**src/rtl/hazard_unit.sv**
```systemverilog
// hazard_unit: pipeline hazard controller for the 5-stage RV32 core.
// Resolves load-use stalls, branch flushes and EX operand forwarding, and
// owns the pipeline while a multi-cycle mul/div op is in flight. A watchdog
// bounds that wait, and a saturating counter records stalled fetch cycles.
module hazard_unit #(
    parameter int MD_TIMEOUT = 64,
    parameter int CNT_WIDTH  = 32
) (
    input  logic                 clk,
    input  logic                 rst,
    input  logic [4:0]           D_Rs1,
    input  logic [4:0]           D_Rs2,
    input  logic [4:0]           E_Rs1,
    input  logic [4:0]           E_Rs2,
    input  logic [4:0]           E_Rd,
    input  logic [1:0]           E_ResultSrc,
    input  logic                 E_PCSrc,
    input  logic                 E_MulDiv,
    input  logic                 E_MulDivDone,
    input  logic [4:0]           M_Rd,
    input  logic [4:0]           W_Rd,
    input  logic                 M_RegWrite,
    input  logic                 W_RegWrite,
    output logic                 F_Stall,
    output logic                 D_Stall,
    output logic                 D_Flush,
    output logic                 E_Flush,
    output logic                 E_Stall,
    output logic                 M_Flush,
    output logic [1:0]           E_ForwardA,
    output logic [1:0]           E_ForwardB,
    output logic                 E_MulDivStart,
    output logic                 md_timeout,
    output logic [CNT_WIDTH-1:0] stall_count
);

    localparam int WD_W = $clog2(MD_TIMEOUT + 1);

    typedef enum logic [0:0] {
        IDLE = 1'b0,
        WAIT = 1'b1
    } state_t;

    state_t              state_q, state_d;
    logic [WD_W-1:0]     wd_cnt_q, wd_cnt_d;
    logic                md_timeout_q, md_timeout_d;
    logic [CNT_WIDTH-1:0] stall_cnt_q;

    logic       lw_stall_s;
    logic       f_stall_s, d_flush_s, e_flush_s, e_stall_s, m_flush_s, start_s;
    logic [1:0] fwd_a_s, fwd_b_s;

    // Forward select for one EX source: MEM result beats WB result; x0 never forwards.
    function automatic logic [1:0] fwd_sel(
        input logic [4:0] rs,
        input logic [4:0] m_rd,
        input logic       m_we,
        input logic [4:0] w_rd,
        input logic       w_we
    );
        logic [1:0] sel;
        sel = 2'b00;
        if (rs != 5'd0) begin
            if (m_we && (m_rd == rs)) begin
                sel = 2'b10;
            end else if (w_we && (w_rd == rs)) begin
                sel = 2'b01;
            end else begin
                sel = 2'b00;
            end
        end
        return sel;
    endfunction

    assign lw_stall_s = (E_ResultSrc == 2'b01) && (E_Rd != 5'd0) &&
                        ((E_Rd == D_Rs1) || (E_Rd == D_Rs2));
    assign fwd_a_s    = fwd_sel(E_Rs1, M_Rd, M_RegWrite, W_Rd, W_RegWrite);
    assign fwd_b_s    = fwd_sel(E_Rs2, M_Rd, M_RegWrite, W_Rd, W_RegWrite);

    // Next-state, watchdog and pipeline-control decode; WAIT masks load-use and branch.
    always_comb begin
        state_d      = state_q;
        wd_cnt_d     = wd_cnt_q;
        md_timeout_d = md_timeout_q;
        start_s      = 1'b0;
        f_stall_s    = 1'b0;
        d_flush_s    = 1'b0;
        e_flush_s    = 1'b0;
        e_stall_s    = 1'b0;
        m_flush_s    = 1'b0;
        case (state_q)
            IDLE: begin
                if (E_MulDiv) begin
                    start_s   = 1'b1;
                    f_stall_s = 1'b1;
                    e_stall_s = 1'b1;
                    m_flush_s = 1'b1;
                    wd_cnt_d  = '0;
                    state_d   = WAIT;
                end else begin
                    f_stall_s = lw_stall_s;
                    d_flush_s = E_PCSrc;
                    e_flush_s = lw_stall_s | E_PCSrc;
                end
            end
            WAIT: begin
                if (E_MulDivDone) begin
                    state_d = IDLE;
                end else if (wd_cnt_q == WD_W'(MD_TIMEOUT - 1)) begin
                    md_timeout_d = 1'b1;
                    state_d      = IDLE;
                end else begin
                    f_stall_s = 1'b1;
                    e_stall_s = 1'b1;
                    m_flush_s = 1'b1;
                    wd_cnt_d  = wd_cnt_q + WD_W'(1);
                end
            end
            default: begin
                state_d = IDLE;
            end
        endcase
    end

    // FSM, watchdog, sticky error flag and saturating stall counter.
    always_ff @(posedge clk or posedge rst) begin
        if (rst) begin
            state_q      <= IDLE;
            wd_cnt_q     <= '0;
            md_timeout_q <= 1'b0;
            stall_cnt_q  <= '0;
        end else begin
            state_q      <= state_d;
            wd_cnt_q     <= wd_cnt_d;
            md_timeout_q <= md_timeout_d;
            if (f_stall_s && (stall_cnt_q != {CNT_WIDTH{1'b1}})) begin
                stall_cnt_q <= stall_cnt_q + CNT_WIDTH'(1);
            end
        end
    end

    // Controls are forced quiet while reset is held, independent of the clock.
    assign F_Stall       = ~rst & f_stall_s;
    assign D_Stall       = ~rst & f_stall_s;
    assign D_Flush       = ~rst & d_flush_s;
    assign E_Flush       = ~rst & e_flush_s;
    assign E_Stall       = ~rst & e_stall_s;
    assign M_Flush       = ~rst & m_flush_s;
    assign E_MulDivStart = ~rst & start_s;
    assign E_ForwardA    = rst ? 2'b00 : fwd_a_s;
    assign E_ForwardB    = rst ? 2'b00 : fwd_b_s;
    assign md_timeout    = md_timeout_q;
    assign stall_count   = stall_cnt_q;

endmodule
```
**config.mk**
```make
export PLATFORM = sky130hd
export DESIGN_NAME = hazard_unit
export DESIGN_NICKNAME = d
export VERILOG_FILES = /design/src/rtl/hazard_unit.sv
export SDC_FILE = /design/constraint.sdc
export NUM_CORES = 1
export LEC_CHECK = 0
export ABC_AREA = 1
export BUFFER_PORTS_ARGS = -buffer_cell sky130_fd_sc_hd__buf_2
export CELL_PAD_IN_SITES_DETAIL_PLACEMENT = 0
export CELL_PAD_IN_SITES_GLOBAL_PLACEMENT = 2
export CORE_MARGIN = 2
export CORE_UTILIZATION = 28
export DETAILED_ROUTE_END_ITERATION = 8
export GPL_TIMING_DRIVEN = 0
export PLACE_DENSITY = 0.86
export SLEW_MARGIN = 30
export SYNTH_ARGS = -nofsm -noshare
export SYNTH_HDL_FRONTEND = slang
export SYNTH_SLANG_ARGS = --single-unit
export TNS_END_PERCENT = 30
```
**constraint.sdc**
```tcl
create_clock -name clk -period 2.15 [get_ports clk]
set_input_delay 0.1075 -clock clk [delete_from_list [all_inputs] [get_ports clk]]
set_output_delay 0.1075 -clock clk [all_outputs]
set_load 0.02 [all_outputs]
```
Word-level counts from Yosys, hierarchy flattened

Cells that the tools add are included.

$add $sub $neg: 2
Eq/ne operators: 12
Muxes and demuxes: 23
Bitwise operators: 9
Reduce and logical (&&, ||, !) cells: 13

Operator list:

| kind                                                            | number |
|---|---|
| 32-bit by 1-bit adder with 32-bit output, second input constant | 1 |
| 32-bit != test, second input constant                           | 1 |
| 5-bit == test                                                   | 6 |
| 7-bit 2-to-1 mux                                                | 3 |
| 5-bit nonzero test                                              | 3 |
| 7-bit one-hot mux with 2 select lines                           | 1 |
| 2-bit 2-to-1 mux                                                | 6 |
| 1-bit 2-to-1 mux                                                | 11 |
| 7-bit by 1-bit adder with 7-bit output, second input constant   | 1 |
| 7-bit by 6-bit == test with 1-bit output, second input constant | 1 |
| 1-bit logical AND                                               | 7 |
| 2-bit != test, second input constant                            | 3 |
| 3-bit AND reduction                                             | 2 |
| 1-bit AND                                                       | 5 |
| 1-bit one-hot mux with 2 select lines                           | 2 |
| 1-bit inverter                                                  | 3 |
| 2-bit by 1-bit == test with 1-bit output, second input constant | 1 |
| 1-bit logical OR                                                | 1 |
| 1-bit OR                                                        | 1 |

Bits in registers: 41
Output and inout bits: 44

Logic depth before layout (Yosys ltp)

Gate-level depths: netlist of the first run.

Depth after elaboration: 7
Depth in mapped cells: 12

Least setup slack after synthesis of the first run

Ideal clock, no wire load.

Path type: input to output
Start: in rst
End: out E_ForwardB[0]
Arrival time: 1.825 ns
Required time: 2.043 ns
Path slack: 0.217 ns
Cell stages on the path: 5
Cell sequence: inv_1 nand2_1 a211oi_1 o2111ai_1 nor2_1

Longest elaborated chain between the ends: 1

Ends and longest elaborated chain:

| item             | RTL line | source |
|---|---|---|
| start, declared  | 10       | `input logic rst,` |
| 2-bit 2-to-1 mux | 151      | `assign E_ForwardB = rst ? 2'b00 : fwd_b_s;` |
| end, declared    | 31       | `output logic [1:0] E_ForwardB,` |

Every way passes these cells.

Worst setup path after layout of the first run

Start: reg wd_cnt_q[0]
End: out F_Stall

Longest elaborated chain between the ends: 5

Ends and longest elaborated chain:

| item                                     | RTL line | source |
|---|---|---|
| start, declared                          | 45       | `logic [WD_W-1:0] wd_cnt_q, wd_cnt_d;` |
| start signal, assigned                   | 134      | `wd_cnt_q <= wd_cnt_d;` |
| 7-bit by 6-bit == test with 1-bit output | 109      | `end else if (wd_cnt_q == WD_W'(MD_TIMEOUT - 1)) begin` |
| 1-bit 2-to-1 mux                         | 109      |  |
| 1-bit 2-to-1 mux                         | 107      | `if (E_MulDivDone) begin` |
| 1-bit one-hot mux with 2 select lines    | 91       | `case (state_q)` |
| 1-bit AND                                | 143      | `assign F_Stall = ~rst & f_stall_s;` |
| end, declared                            | 24       | `output logic F_Stall,` |

Every way passes these cells.

==> results.sh, run 1 <==
export IMPL_vdd_drop_max_mv=0.3877
export IMPL_core_region_area_sq_um=11320
export IMPL_min_period_over_period_pct=94.08
export IMPL_num_io_pins=88
export IMPL_synth_largest_area_cell="dfrtp_1"
export IMPL_crit_fanout=5
export IMPL_yosys_top_cells_count="nand2_1 (190), nor2_1 (53), nand3_1 (49)"
export IMPL_critical_path_class="reg2out"
export IMPL_finalCriticalPeriod_ps=2023
export IMPL_setup_viol=0
export IMPL_synth_cells=495
export IMPL_ys_seq_area_share_pct=31.86
export IMPL_clk_pin_slew_ps=60
export IMPL_hold_viol_final=0
export IMPL_seqPwrFrac_pct=36.8
export IMPL_synth_main_ff_cell="dfrtp_1"
export IMPL_worstPathArrival_ps=1920
export IMPL_critPathMaxStageDelay_ps=440
export IMPL_cellLeakagePower_nw=2.241
export IMPL_port_buffers=87
export IMPL_worstPathRequired_ps=2040
export IMPL_tns_ps=0
export IMPL_rows=39
export IMPL_avgRoutedWirePerCell_um=13.40
export IMPL_yosys_cell_types_count=35
export IMPL_use_met3_pct=2.624
export IMPL_clock_skew_ps=9.101
export IMPL_top_usage_layer="met2"
export IMPL_wl_mm=9.865
export IMPL_power_density_nw_per_um2=629.2
export IMPL_num_nets_final=638
export IMPL_critical_path_cell_chain="ha_2 -> nand2_2 -> nor2_1 -> nand2_1 -> nand2_1 -> nand2_2 -> nand3_2 -> a21oi_2 -> buf_4 -> buf_2"
export IMPL_grt_usage_pct=16.28
export IMPL_dpl_hpwl_mm=7.930
export IMPL_min_path_type="in2reg"
export IMPL_fp_dieH_um=111.2
export IMPL_tightest_slew_ps=490.5
export IMPL_root_buffer="clkbuf_16"
export IMPL_grt_max_degree=24
export IMPL_cts_buffers=5
export IMPL_max_freq_mhz=494.4
export IMPL_drt_pass1_iterations=4
export IMPL_route_detailed_drc=0
export IMPL_gr_usage_met1_pct=21.52
export IMPL_power_frac_clock_pct=38.6
export IMPL_synth_edf_count=0
export IMPL_diodes=0
export IMPL_synth_area_sq_um=3221
export IMPL_detail_route_antenna_nets=0
export IMPL_dieArea_sq_um=12380
export IMPL_critPathSlowestCell="dfrtp_2"
export IMPL_synth_fp_nets=541
export IMPL_die_width_um=111.2
export IMPL_routabilityCongestion=0.8200
export IMPL_cp_end_kind="primary output"
export IMPL_synth_async_sr_flop_share_pct=100.0
export IMPL_clock_path_buffers=2
export IMPL_cp_num_buf_inv=2
export IMPL_met2_usage_pct=28.09
export IMPL_clk_latency_ps=290
export IMPL_routed_via_density=4.683
export IMPL_layout_cells_non_filler=736
export IMPL_grt_overflow=0
export IMPL_synth_area_per_cell_sq_um=6.506
export IMPL_grt_pass1_vias=3331
export IMPL_initial_core_util_pct=28.45
export IMPL_critPathLaunchType="register"
export IMPL_synth_yosys_warnings=0
export IMPL_htreeDepth=2
export IMPL_antenna_found_initial=0
export IMPL_place_inst=726
export IMPL_drt_iter0_drc=145
export IMPL_cts_tree="done"
export IMPL_grt_first_pass_wirelength_mm=16.50
export IMPL_combPwrFrac_pct=24.6
export IMPL_ys_seq_elements=41
export IMPL_cpLargestDelayFamily="simple AND/OR/NAND/NOR gates"
export IMPL_drv_cap=0
export IMPL_synthTopCellsByArea="dfrtp_1 (32%), nand2_1 (22%), nand3_1 (7.6%)"
export IMPL_p_switching_mw=0.8341
export IMPL_synth_top_area_share_pct=31.86
export IMPL_relSlewSlack_pct=67.05
export IMPL_synth_most_common_cell="nand2_1"
export IMPL_synthToLayoutAreaGrowth_pct=27.35
export IMPL_switching_share_pct=32.32
export IMPL_clock_sinks=41
export IMPL_outcome="finished clean"
export IMPL_drv_slew=0
export IMPL_vias=3447
export IMPL_drive_gt1_share_pct=21.92
export IMPL_p_int_mw=1.747
flip-flops by register name (all words and copies together), names as in the netlist:
signal,cells
stall_count,32
state_q,1
md_timeout,1
wd_cnt_q,7
kinds of logic after synthesis:
kind of cell | after synthesis | synth area share, %
compound gates | 21 | 4.235
xor+xnor | 31 | 8.430
fa+ha+maj | 2 | 0.7769
buf+inv | 60 | 8.430
flops | 41 | 31.86
simple gates | 340 | 46.27
metrics by stage:
| step | hold slack, ps | instance area [sq um] | worst slack [ps] | util (%) | power [mW] |
|---|---|---|---|---|---|
| global placement | 380.3 | 3835 | -460.3 | 33.87 | 1.568 |
| finish | 85.08 | 4101 | 127.2 | 36.23 | 2.581 |
| detailed placement | 216.0 | 3855 | 82.80 | 34.05 | 1.579 |
| CTS | 90.14 | 4069 | 29.82 | 35.94 | 2.593 |
| floorplan | 283.0 | 3221 | 217.1 | - | 1.351 |
| global route | 104.5 | 4101 | -0.3746 | 36.23 | 2.731 |
timing repair:
action,CTS,global route
buffers inserted,0,0
pin swaps,0,1
gates cloned,0,0
endpoints found under the hold margin,19,0
hold buffers,2,0
resized for setup,1,13
setup endpoints to repair,1,35
power groups by stage:
| stage | Clock [mW] | Sequential (mW) | Combinational, mW |
|---|---|---|---|
| final | 0.996 | 0.949 | 0.636 |
| after detailed placement | 0 | 0.955 | 0.624 |
| after global placement | 0 | 0.954 | 0.613 |
| after floorplan | 0 | 0.992 | 0.359 |
| after global routing | 1.06 | 0.963 | 0.710 |
| after CTS | 1.02 | 0.943 | 0.632 |
worst reg2reg max path, cell delays in order (launching register included):
cell and delay (ps):
dfrtp_1 420, ha_2 260, nand3_2 180, inv_2 150
nand2_2 90, nor3_4 160, nand4_2 190, clkbuf_4 270
nand3_1 110, nand2_1 60
layer usage:
layer	vias to the layer above	wire length (um)
met4	0	82
met1	1598	4653
met5	-	0
met3	6	420
li1	1774	-
met2	69	4709
cells in the final DEF, fill, tap and decap left out, drive strengths merged, types with 3 or more instances in the layout:
| master | instances |
|---|---|
| a211oi | 3 |
| xor2 | 24 |
| nand3b | 11 |
| clkbuf | 8 |
| nor3 | 16 |
| nor2 | 55 |
| nand3 | 50 |
| buf | 99 |
| inv | 47 |
| nand4 | 12 |
| xnor2 | 7 |
| nand2 | 193 |
| dfrtp | 41 |
| a21oi | 8 |
final cells by class:
type / count / area, sq um
Sequential cell: 41 / 1028
Timing Repair Buffer: 90 / 470.5
Buffer: 13 / 100.1
Inverter: 47 / 176.4
Multi-Input combinational cell: 394 / 1957
Clock buffer: 5 / 125.1
Clock inverter: 3 / 65.06
Tap cell: 143 / 178.9
Fill cell: 1252 / 7219
worst paths after layout:
kind	from	end	slack, ps	depth (start not counted)
hold reg to reg	md_timeout$_DFFE_PP0P_	md_timeout$_DFFE_PP0P_	470	1
min in group asynchronous	rst	stall_count[31]$_DFFE_PP0P_	490	4
hold / removal	E_MulDivDone	md_timeout$_DFFE_PP0P_	90	4
setup reg to reg	stall_count[1]$_DFFE_PP0P_	stall_count[9]$_DFFE_PP0P_	160	9
max in group asynchronous	rst	wd_cnt_q[0]$_DFFE_PP0P_	1180	4
setup / recovery	wd_cnt_q[0]$_DFFE_PP0P_	F_Stall	130	10
(Power assumes the default switching activity.)
==> run 2: changes to the inputs <==
--- a/config.mk
+++ b/config.mk
@@ -10,11 +10,11 @@
 export CELL_PAD_IN_SITES_DETAIL_PLACEMENT = 0
 export CELL_PAD_IN_SITES_GLOBAL_PLACEMENT = 2
 export CORE_MARGIN = 2
-export CORE_UTILIZATION = 28
+export CORE_UTILIZATION = 25
 export DETAILED_ROUTE_END_ITERATION = 8
 export GPL_TIMING_DRIVEN = 0
-export PLACE_DENSITY = 0.86
-export SLEW_MARGIN = 30
+export PLACE_DENSITY = 0.82
+export SLEW_MARGIN = 40
 export SYNTH_ARGS = -nofsm -noshare
 export SYNTH_HDL_FRONTEND = slang
 export SYNTH_SLANG_ARGS = --single-unit
==> constraint.sdc (replaced) <==
create_clock -name clk -period 1.63 [get_ports clk]
set_input_delay 0.0815 -clock clk [delete_from_list [all_inputs] [get_ports clk]]
set_output_delay 0.0815 -clock clk [all_outputs]
set_load 0.02 [all_outputs]
==> results.sh, run 2 (synthesis gave the netlist of run 1 again) <==
export IMPL_outcome="finished with violations"
export IMPL_violations="setup timing"
export IMPL_worstRegToRegCells=10
export IMPL_critical_path_class="reg2out"
export IMPL_die_width_um=117.5
export IMPL_initial_core_util_pct=25.52
export IMPL_clk_latency_ps=290
export IMPL_cts_buffers=5
export IMPL_setup_viol=36
export IMPL_hold_path_depth=4
export IMPL_route_detailed_drc=0
export IMPL_clock_skew_ps=4.163
export IMPL_critical_path_cell_chain="ha_2 -> nand2_2 -> nor2_1 -> nand2_1 -> nand2_2 -> nand2_4 -> o21ai_4 -> a21oi_2 -> buf_4 -> buf_6"
export IMPL_drt_iter0_drc=266
export IMPL_num_io_pins=88
export IMPL_r2r_end="stall_count[13]$_DFFE_PP0P_"
export IMPL_crit_fanout=4
export IMPL_drv_cap=0
export IMPL_num_nets_final=664
export IMPL_avgRoutedWirePerCell_um=13.23
export IMPL_wl_mm=10.47
export IMPL_port_buffers=87
export IMPL_worstPathRequired_ps=1550
export IMPL_crit_top_cell="nand2_2"
export IMPL_min_path_type="in2reg"
export IMPL_clock_path_buffers=2
export IMPL_reg2reg_from="stall_count[1]$_DFFE_PP0P_"
export IMPL_routabilityCongestion=0.8369
export IMPL_core_region_area_sq_um=12620
export IMPL_drv_slew=0
export IMPL_cts_tree="done"
export IMPL_layout_setup_ws_ps=-207.9
export IMPL_dieArea_sq_um=13810
export IMPL_grt_first_pass_wirelength_mm=17.58
export IMPL_diodes=0
export IMPL_grt_max_degree=22
export IMPL_power_density_nw_per_um2=774.4
export IMPL_routed_via_density=4.564
export IMPL_detail_route_antenna_nets=0
export IMPL_worstPathArrival_ps=1760
export IMPL_largest_reg_flops=32
export IMPL_min_to="md_timeout$_DFFE_PP0P_"
export IMPL_rsz0062_at_grt="yes"
export IMPL_min_delay_start="E_MulDivDone"
export IMPL_cp_num_buf_inv=2
export IMPL_placed_cell_area_sq_um=3984
export IMPL_relSlewSlack_pct=74.99
export IMPL_cpLargestDelayFamily="flip-flops"
export IMPL_clock_sinks=41
export IMPL_fin_util_pct=35.99
export IMPL_cellLeakagePower_nw=2.429
export IMPL_drive_gt1_share_pct=29.24
export IMPL_final_common_cell="nand2_1"
export IMPL_fin_area_sq_um=4542
export IMPL_layout_cells_non_filler=791
export IMPL_cp_end_kind="primary output"
export IMPL_grt_pass1_vias=3559
export IMPL_clk_pin_slew_ps=70
export IMPL_critPathMaxStageDelay_ps=390
export IMPL_critPathLaunchType="register"
export IMPL_rows=41
export IMPL_max_freq_mhz=544.1
export IMPL_finalCriticalPeriod_ps=1838
export IMPL_fp_dieH_um=117.5
export IMPL_dpl_hpwl_mm=8.047
export IMPL_vdd_drop_max_mv=0.4578
export IMPL_hold_viol_final=0
export IMPL_reg2reg_slack_ps=-190
export IMPL_grt_overflow=0
export IMPL_antenna_found_initial=0
export IMPL_grt_usage_pct=15.45
export IMPL_min_period_over_period_pct=112.8
export IMPL_whs_ps=59.15
export IMPL_place_inst=756
export IMPL_root_buffer="clkbuf_16"
export IMPL_synthToLayoutAreaGrowth_pct=41.03
export IMPL_htreeDepth=2
export IMPL_critPathSlowestCell="dfrtp_1"
export IMPL_drt_pass1_iterations=4
export IMPL_final_cell_mix="nand2_1 (175), buf_2 (85), nor2_1 (49), nand3_1 (47), inv_1 (44)"
export IMPL_vias=3610
export IMPL_tightest_slew_ps=373.8
[run 2: worst reg2reg max path, delay by kind of cell, from the launching register on]
kind | cells | cell delay [ps]
buffers and inverters | 2 | 270
AND/OR/NAND/NOR | 7 | 950
flip-flops | 1 | 400
adder cells (fa/ha/maj) | 1 | 160
[run 2: power breakdown]
group          switching [mW]  internal, mW  leakage (nW)
logic                   0.662         0.548          1.80
clock network           0.476         0.580        0.0708
registers               0.131          1.12         0.554
[run 2: final cells by class]
cell class                 count  area, sq um
inverter                      47        185.2
clock buffer                   5        125.1
fill                        1426         8078
multi-input combinational    394         2090
timing repair buffer         116        735.7
sequential                    41         1032
buffer                        13        133.9
clock inverter                 3        25.02
tap                          172        215.2
[run 2: worst max-delay path by stage]
stage,to,slack [ps],startpoint,cells past startpoint
2_1_floorplan,F_Stall,-160,wd_cnt_q[0]$_DFFE_PP0P_,9
3_3_place_gp,stall_count[0]$_DFFE_PP0P_,-380,wd_cnt_q[0]$_DFFE_PP0P_,11
3_5_place_dp,stall_count[1]$_DFFE_PP0P_,-400,wd_cnt_q[0]$_DFFE_PP0P_,11
4_1_cts,F_Stall,-230,wd_cnt_q[0]$_DFFE_PP0P_,10
5_1_grt,F_Stall,-340,wd_cnt_q[0]$_DFFE_PP0P_,10
6_report,F_Stall,-210,wd_cnt_q[0]$_DFFE_PP0P_,10
[run 2: repair_timing]
item / in CTS / in global routing
endpoints found under the hold margin: 20 / 0
resized for setup: 27 / 26
buffers inserted: 19 / 5
pin swaps: 10 / 11
endpoints found under the setup margin: 41 / 43
hold buffers: 1 / 0
gates cloned: 0 / 2
[run 2: through the flow]
step | power, mW | setup TNS, ps | worst slack [ps]
final | 3.517 | -5954 | -207.9
after global routing | 3.742 | -10560 | -339.1
after CTS | 3.455 | -4870 | -225.4
after detailed placement | 2.169 | -12540 | -403.1
after global placement | 2.137 | -12410 | -378.8
after floorplan | 1.835 | -610.3 | -157.6
[run 2: layer usage]
metal / track usage, % / vias up / wire length (um)
met5: 0 / - / 0
met4: 2.711 / 0 / 103
met3: 2.616 / 7 / 508
met2: 26.68 / 106 / 4917
met1: 20.53 / 1667 / 4935
li1: - / 1830 / -
